## config.mk

```make
export PLATFORM = sky130hd
export DESIGN_NAME = dm_arbiter
export DESIGN_NICKNAME = d
export VERILOG_FILES = /design/src/rtl/dm_arbiter.sv
export SDC_FILE = /design/constraint.sdc
export NUM_CORES = 1
export LEC_CHECK = 0
export BUFFER_PORTS_ARGS = -buffer_cell sky130_fd_sc_hd__buf_2
export CAP_MARGIN = 25
export CORE_UTILIZATION = 36
export CTS_CLUSTER_DIAMETER = 80
export DETAILED_ROUTE_END_ITERATION = 10
export PLACE_DENSITY = 0.82
export SYNTH_ARGS = -nofsm -noshare
export SYNTH_HDL_FRONTEND = slang
export SYNTH_SLANG_ARGS = --single-unit
```

## constraint.sdc

```tcl
create_clock -name clk -period 1.9 [get_ports clk]
set_clock_uncertainty 0.15 [all_clocks]
set_input_delay 0.38 -clock clk [delete_from_list [all_inputs] [get_ports clk]]
set_output_delay 0.38 -clock clk [all_outputs]
set_load 0.02 [all_outputs]
```

## src/rtl/dm_arbiter.sv

```systemverilog
// Round-robin arbiter giving two requesters one single-port data memory with byte-lane merge writes.
// Ack follows the grant by one cycle and the grant waits while an access is in ACK; requests stay held until acked.
module dm_arbiter #(
  parameter int AW = 12,
  parameter int DW = 32
) (
  input  logic          clk,
  input  logic          reset,
  input  logic          req0,
  input  logic          we0,
  input  logic [AW-1:0] addr0,
  input  logic [3:0]    be0,
  input  logic [DW-1:0] wdata0,
  output logic          ack0,
  output logic [DW-1:0] rdata0,
  input  logic          req1,
  input  logic          we1,
  input  logic [AW-1:0] addr1,
  input  logic [3:0]    be1,
  input  logic [DW-1:0] wdata1,
  output logic          ack1,
  output logic [DW-1:0] rdata1,
  output logic [AW-3:0] mem_addr,
  output logic          mem_we,
  output logic [DW-1:0] mem_wd,
  input  logic [DW-1:0] mem_rd,
  output logic          busy
);

  typedef enum logic {IDLE = 1'b0, ACK = 1'b1} state_t;

  state_t        state, state_nxt;
  logic          last, last_nxt;
  logic          gnt_vld;
  logic          gnt;
  logic          sel_we;
  logic [AW-1:0] sel_addr;
  logic [3:0]    sel_be;
  logic [DW-1:0] sel_wdata;
  logic          unused_addr_lsbs;

  assign unused_addr_lsbs = ^{addr0[1:0], addr1[1:0]};

  // Reset gates the grant so the memory never sees a write while reset is high.
  always_comb begin
    state_nxt = state;
    last_nxt  = last;
    gnt_vld   = 1'b0;
    gnt       = 1'b0;
    case (state)
      IDLE: begin
        if (!reset && (req0 || req1)) begin
          gnt_vld   = 1'b1;
          gnt       = (req0 && req1) ? ~last : req1;
          state_nxt = ACK;
          last_nxt  = gnt;
        end
      end
      ACK: state_nxt = IDLE;
      default: state_nxt = IDLE;
    endcase
  end

  always_comb begin
    sel_we    = gnt ? we1    : we0;
    sel_addr  = gnt ? addr1  : addr0;
    sel_be    = gnt ? be1    : be0;
    sel_wdata = gnt ? wdata1 : wdata0;
  end

  // Read data is combinational, so the lane merge and the write happen in the grant cycle.
  always_comb begin
    mem_addr = '0;
    mem_we   = 1'b0;
    mem_wd   = '0;
    if (gnt_vld) begin
      mem_addr = sel_addr[AW-1:2];
      if (sel_we) begin
        mem_we = |sel_be;
        for (int i = 0; i < 4; i++) begin
          mem_wd[8*i +: 8] = sel_be[i] ? sel_wdata[8*i +: 8] : mem_rd[8*i +: 8];
        end
      end
    end
  end

  always_ff @(posedge clk) begin
    if (reset) begin
      state  <= IDLE;
      last   <= 1'b1;
      ack0   <= 1'b0;
      ack1   <= 1'b0;
      rdata0 <= '0;
      rdata1 <= '0;
    end else begin
      state <= state_nxt;
      last  <= last_nxt;
      ack0  <= gnt_vld && !gnt;
      ack1  <= gnt_vld && gnt;
      if (gnt_vld && !gnt) rdata0 <= mem_rd;
      if (gnt_vld && gnt)  rdata1 <= mem_rd;
    end
  end

  assign busy = (state == ACK);

endmodule

```

Word-level counts from Yosys, hierarchy flattened
Index checks and enable logic that the tools add are counted.
{ "totals": {"out_inout_bits": 110, "register_bits": 68, "word_cells": 36} }
{ "classes": {"reduce_logical": 9, "bitwise": 2, "n_mux": 19} }
{ "ops": {"columns": ["cell", "n"], "rows": [
  ["two-way mux 32 bit", 3],
  ["two-way mux 8 bit", 4],
  ["two-way mux 12 bit", 1],
  ["two-way mux 10 bit", 1],
  ["two-way mux 1 bit", 8],
  ["logical AND 1 bit", 4],
  ["two-way mux 4 bit", 1],
  ["OR reduction 4 bit", 1],
  ["zero test 1 bit", 2],
  ["inverter 1 bit", 2],
  ["one-hot mux 1 bit (2 select lines)", 1],
  ["AND reduction 2 bit", 1],
  ["logical OR 1 bit", 1]
]} }

Logic depth before layout (Yosys ltp)
{ "depth": {"ltp_word": 8, "depth_mapped": 7, "mapped_depth_nobuf": 5} }

Least setup slack after synthesis
No wires, ideal clock.
{ "synth_path": {"kind": "reg2out", "start": "reg state (netlist: busy)", "end": "out mem_wd[10]", "arrival_ps": 1836, "path_slack_ps": -466, "stages_incl_launch_ff": 6, "n_path_buf": 1, "required_time_ps": 1370, "cell_sequence": "dfxtp_1 > a211oi_4 > nand3_2 > and2_1 > buf_4 > a211oi_1"} }
{ "synth_via": {"elab_chain_cells": 5, "word_cells_on_any_way": 8, "classes_between": "8 x mux"} }
{ "synth_rtl": {"columns": ["item", "line_no", "text"], "rows": [
  ["start, declared", "32", "state_t state, state_nxt;"],
  ["start signal, assigned", "96", "state <= state_nxt;"],
  ["two-way mux 1 bit", "50", "case (state)"],
  ["two-way mux 32 bit / two-way mux 4 bit (equally long branches)", "68, 67", null],
  ["two-way mux 8 bit", "81", "mem_wd[8*i +: 8] = sel_be[i] ? sel_wdata[8*i +: 8] : mem_rd[8*i +: 8];"],
  ["two-way mux 32 bit", "78", "if (sel_we) begin"],
  ["two-way mux 32 bit (*)", "76", "if (gnt_vld) begin"],
  ["end, declared", "25", "output logic [DW-1:0] mem_wd,"]
]} }
Every way passes the cells marked *; elsewhere a longest branch is shown, timed or not.

Worst setup path after layout
{ "layout_path": {"start": "reg last", "end": "out mem_wd[6]"} }
{ "layout_via": {"elab_chain_cells": 8, "word_cells_on_any_way": 10, "classes_between": "9 x mux; 1 x bitwise"} }
{ "layout_rtl": {"columns": ["item", "line_no", "text"], "rows": [
  ["start, declared", "33", "logic last, last_nxt;"],
  ["start signal, assigned", "97", "last <= last_nxt;"],
  ["inverter 1 bit (*)", "54", "gnt = (req0 && req1) ? ~last : req1;"],
  ["two-way mux 1 bit (*)", "54", null],
  ["two-way mux 1 bit (*)", "52", "if (!reset && (req0 || req1)) begin"],
  ["two-way mux 1 bit (*)", "50", null],
  ["two-way mux 32 bit / two-way mux 4 bit (equally long branches)", "68, 67", null],
  ["two-way mux 8 bit", "81", null],
  ["two-way mux 32 bit (*)", "78", null],
  ["two-way mux 32 bit (*)", "76", null]
]} }
Marked as above.

==> parameters.txt <==
Parameter                              Value

Outcome
  Outcome ... complete, but fails checks
  Violations in the final reports ... setup timing

Floorplanning
  Number of top-level design ports ... roughly 240
  Starting density of the core ... 0.369
  Num rows ... 34
  Area of the die ... approximately 0.0093 mm^2
  Chip height ... about 96 um
  Core outline area ... between 0.008 and 0.009 mm^2
  Overall die width ... slightly below 100 um

Synth
  Mapped Cells ... ~400
  Synth Flop Type ... sky130_fd_sc_hd__dfxtp_1
  Part of the Yosys area used for sequential elements ... 0.426
  Yosys cell types ... 27
  Average footprint of a synthesized cell ... approximately 8 um^2
  EDFF count, synth ... 0
  Fraction of post-synthesis cell area in the top cell type by area ... 0.426
  Cell area after synthesis ... 0.00320 mm^2
  Main area contributors after synthesis ... sky130_fd_sc_hd__dfxtp_1 (43%), sky130_fd_sc_hd__nand2_1 (7.7%), sky130_fd_sc_hd__a211oi_1 (7.5%)
  Leading cell type by number of instances after synthesis ... sky130_fd_sc_hd__dfxtp_1
  Total nets after synthesis ... 529
  Post-synthesis async set-or-reset flop share ... 0
  Library cell occupying the most area in the post-synthesis netlist ... sky130_fd_sc_hd__dfxtp_1
  Yosys synthesis warning count ... 0
  Top cells by instance count after synthesis ... sky130_fd_sc_hd__dfxtp_1 (68), sky130_fd_sc_hd__nand2_1 (66), sky130_fd_sc_hd__inv_1 (34)
  Number of storage elements in the synthesis netlist ... 68

Placement
  Last weighted congestion value of the routability-driven placer ... between 0.7 and 0.8
  Final HPWL from detailed placement ... between 8000 and 9000 um
  Number of input and output port buffers inserted ... around 240
  Pre-CTS setup slack ... -0.450 ns

Routing
  DR iter-0 viols ... roughly 130
  Total Routed Length ... ~12,000 um
  Remaining design rule violation count ... 0
  Number of antenna-violating nets in the routed design ... 0
  Average vias per placed instance ... roughly 5.2
  Average wire per cell in the routed design ... roughly 16 um
  Number of search-and-repair iterations in the first detailed-routing pass ... 6
  Total via count after detailed routing ... a little under 4,000

STA
  Unrepaired setup endpoints after global routing ... true
  Setup violation total in the final timing report ... 43
  Final Slew Violations ... 0
  Tightest Pin Transition ... ~0.56 ns
  Number of hold violations in the final report ... 0
  Period utilisation layout ... 1.30
  Maximum clock frequency ... ~0.4 GHz
  Clock period minus final worst setup slack ... roughly 2.5 ns
  Worst slack on hold paths ... about 0.14 ns
  Max-slew headroom at the worst pin ... 0.626
  Final worst-path setup slack ... -0.572 ns
  Post-Route Setup TNS ... -19.22 ns

Worst hold path
  Hold Crit Class ... in2reg

Critical path
  WP data required ... roughly 1.4 ns
  Setup slack of the worst register-to-register path ... 0.17 ns
  Endpoint type of the worst setup path ... output port
  Path type of the worst setup path ... reg2out
  Critical path launch point type ... flop
  Crit Path Max Fanout ... 9
  Data arrival time of the worst path ... 1.94 ns

Power and ir drop
  Comb pwr share ... 0.283
  Part of the power in registers ... 0.385
  Max VDD drop ... between 0.3 and 0.4 mV
  Clk network pwr share ... 0.332
  Switching Share ... 0.307
  Leakage power ... 2.64 nW
  Overall power after layout ... approximately 4 mW
  Power per cell area ... approximately 700 mW/mm^2
  Net Sw Power ... between 1 and 1.5 mW
  Internal cell power ... between 2 and 3 mW

CTS
  CTS tree ... yes
  # hold bufs at CTS ... 0
  Max clock buf depth ... 2
  CTS Sinks ... 68
  Clock-pin transition on the worst setup and hold timing paths ... around 0.07 ns
  Root buffer cell ... sky130_fd_sc_hd__clkbuf_8
  CTS H-tree depth ... 3
  Later-pin clock latency in the skew report ... roughly 0.33 ns
  Number of clock buffers inserted by TritonCTS ... 9

Final layout
  Number of antenna diodes ... 0
  P&R area growth vs syn ... 78.8%
  Nets ... between 700 and 800
  Share of final-layout standard cells stronger than drive strength 1 ... 0.544

Global route
  Global-route track usage on met2 ... 0.467
  Busiest grt layer ... met2
  Number of antenna violations at the first check in global routing ... 0
  Global routing met1 resource utilization ... 0.289
  Number of global-route vias before repair ... between 3,000 and 4,000
  Combined global-route utilization of all metal layers ... 0.255
  Pin count of the biggest net entering global routing ... between 50 and 60
  Wire length of the first global-routing pass ... 17,800 um
  Global Route met3 Usage ... 0.0640
  Remaining Overflow, GRT ... 0

Flow run
  Max Cap Violations ... 0
==> worst paths after layout <==
path | end | depth (start not counted) | startpoint
max | mem_wd[6] | 6 | last
min | rdata0[18] | 3 | mem_rd[18]
max reg2reg | rdata1[19] | 6 | last
min reg2reg | rdata0[14] | 2 | rdata0[14]
==> sequential cells by signal, indices dropped and copies added, names as in the netlist <==
register	count
busy	1
rdata0	32
ack1	1
ack0	1
rdata1	32
last	1
==> cell usage in the layout, fill, tap and decap left out, types with 5 or more instances in the layout <==
master	synthesis	routed
sky130_fd_sc_hd__a211oi_4	1	34
sky130_fd_sc_hd__a21oi_1	33	33
sky130_fd_sc_hd__a22o_4	0	8
sky130_fd_sc_hd__buf_12	0	5
sky130_fd_sc_hd__buf_2	12	199
sky130_fd_sc_hd__buf_4	2	43
sky130_fd_sc_hd__buf_6	3	22
sky130_fd_sc_hd__clkbuf_8	0	11
sky130_fd_sc_hd__dfxtp_1	68	66
sky130_fd_sc_hd__inv_1	34	34
sky130_fd_sc_hd__nand2_1	66	65
sky130_fd_sc_hd__nand3b_1	32	32
sky130_fd_sc_hd__o21ai_0	33	33
sky130_fd_sc_hd__o22ai_1	32	26
sky130_fd_sc_hd__o22ai_2	1	6
==> per-layer routing <==
metal	up-vias	part of all wire	wire (um)
li1	1874	-	-
met1	1896	0.41	4990
met2	164	0.52	6340
met3	12	0.060	737
met4	0	0.013	160
met5	-	0	0
==> kinds of logic (layout without fill, tap and decap cells) <==
| family | Yosys count | in the layout | share of synthesized area |
|---|---|---|---|
| flip-flops | 68 | 68 | 0.426 |
| buffers and inverters | 66 | 323 | 0.0915 |
| AO/OA/AOI/OAI | 149 | 149 | 0.300 |
| AND/OR/NAND/NOR | 112 | 112 | 0.183 |
==> power groups by stage <==
stage / registers [mW] / logic (mW) / clock network (mW)
2_1_floorplan: 1.67 / 0.560 / 0
3_3_place_gp: 1.57 / 1.01 / 0
3_5_place_dp: 1.58 / 1.03 / 0
4_1_cts: 1.55 / 1.12 / 1.37
5_1_grt: 1.56 / 1.21 / 1.43
6_report: 1.55 / 1.14 / 1.33
==> cell type report <==
type	instances	area (um^2)
Sequential cell	68	1360
Clock buffer	11	151
Clock inverter	4	72.6
Fill cell	708	2960
Multi-Input combinational cell	261	2120
Inverter	36	135
Timing Repair Buffer	272	1740
Tap cell	108	135
==> critical path, cell delays in order, from the launching register on <==
cell	delay (ns)
sky130_fd_sc_hd__dfxtp_2	0.35
sky130_fd_sc_hd__a211o_4	0.39
sky130_fd_sc_hd__o21ai_2	0.14
sky130_fd_sc_hd__buf_6	0.16
sky130_fd_sc_hd__and2_4	0.31
sky130_fd_sc_hd__a211oi_4	0.09
sky130_fd_sc_hd__buf_4	0.17
==> metrics by stage <==
step	cell area [um^2]	utilization	std cells
3_5_place_dp	5160	0.594	743
4_1_cts	5680	0.654	760
2_1_floorplan	3770	-	395
5_1_grt	5720	0.659	760
6_report	5720	0.659	760
3_3_place_gp	5160	0.594	743
==> repair_timing <==
item                                    CTS  global route
gates resized for setup                  70            12
endpoints found under the setup margin   43            43
gates cloned                              2             0
pin swaps                                 4             4
setup buffers                             1             0
Note: power is estimated with default switching activity, not from simulation.
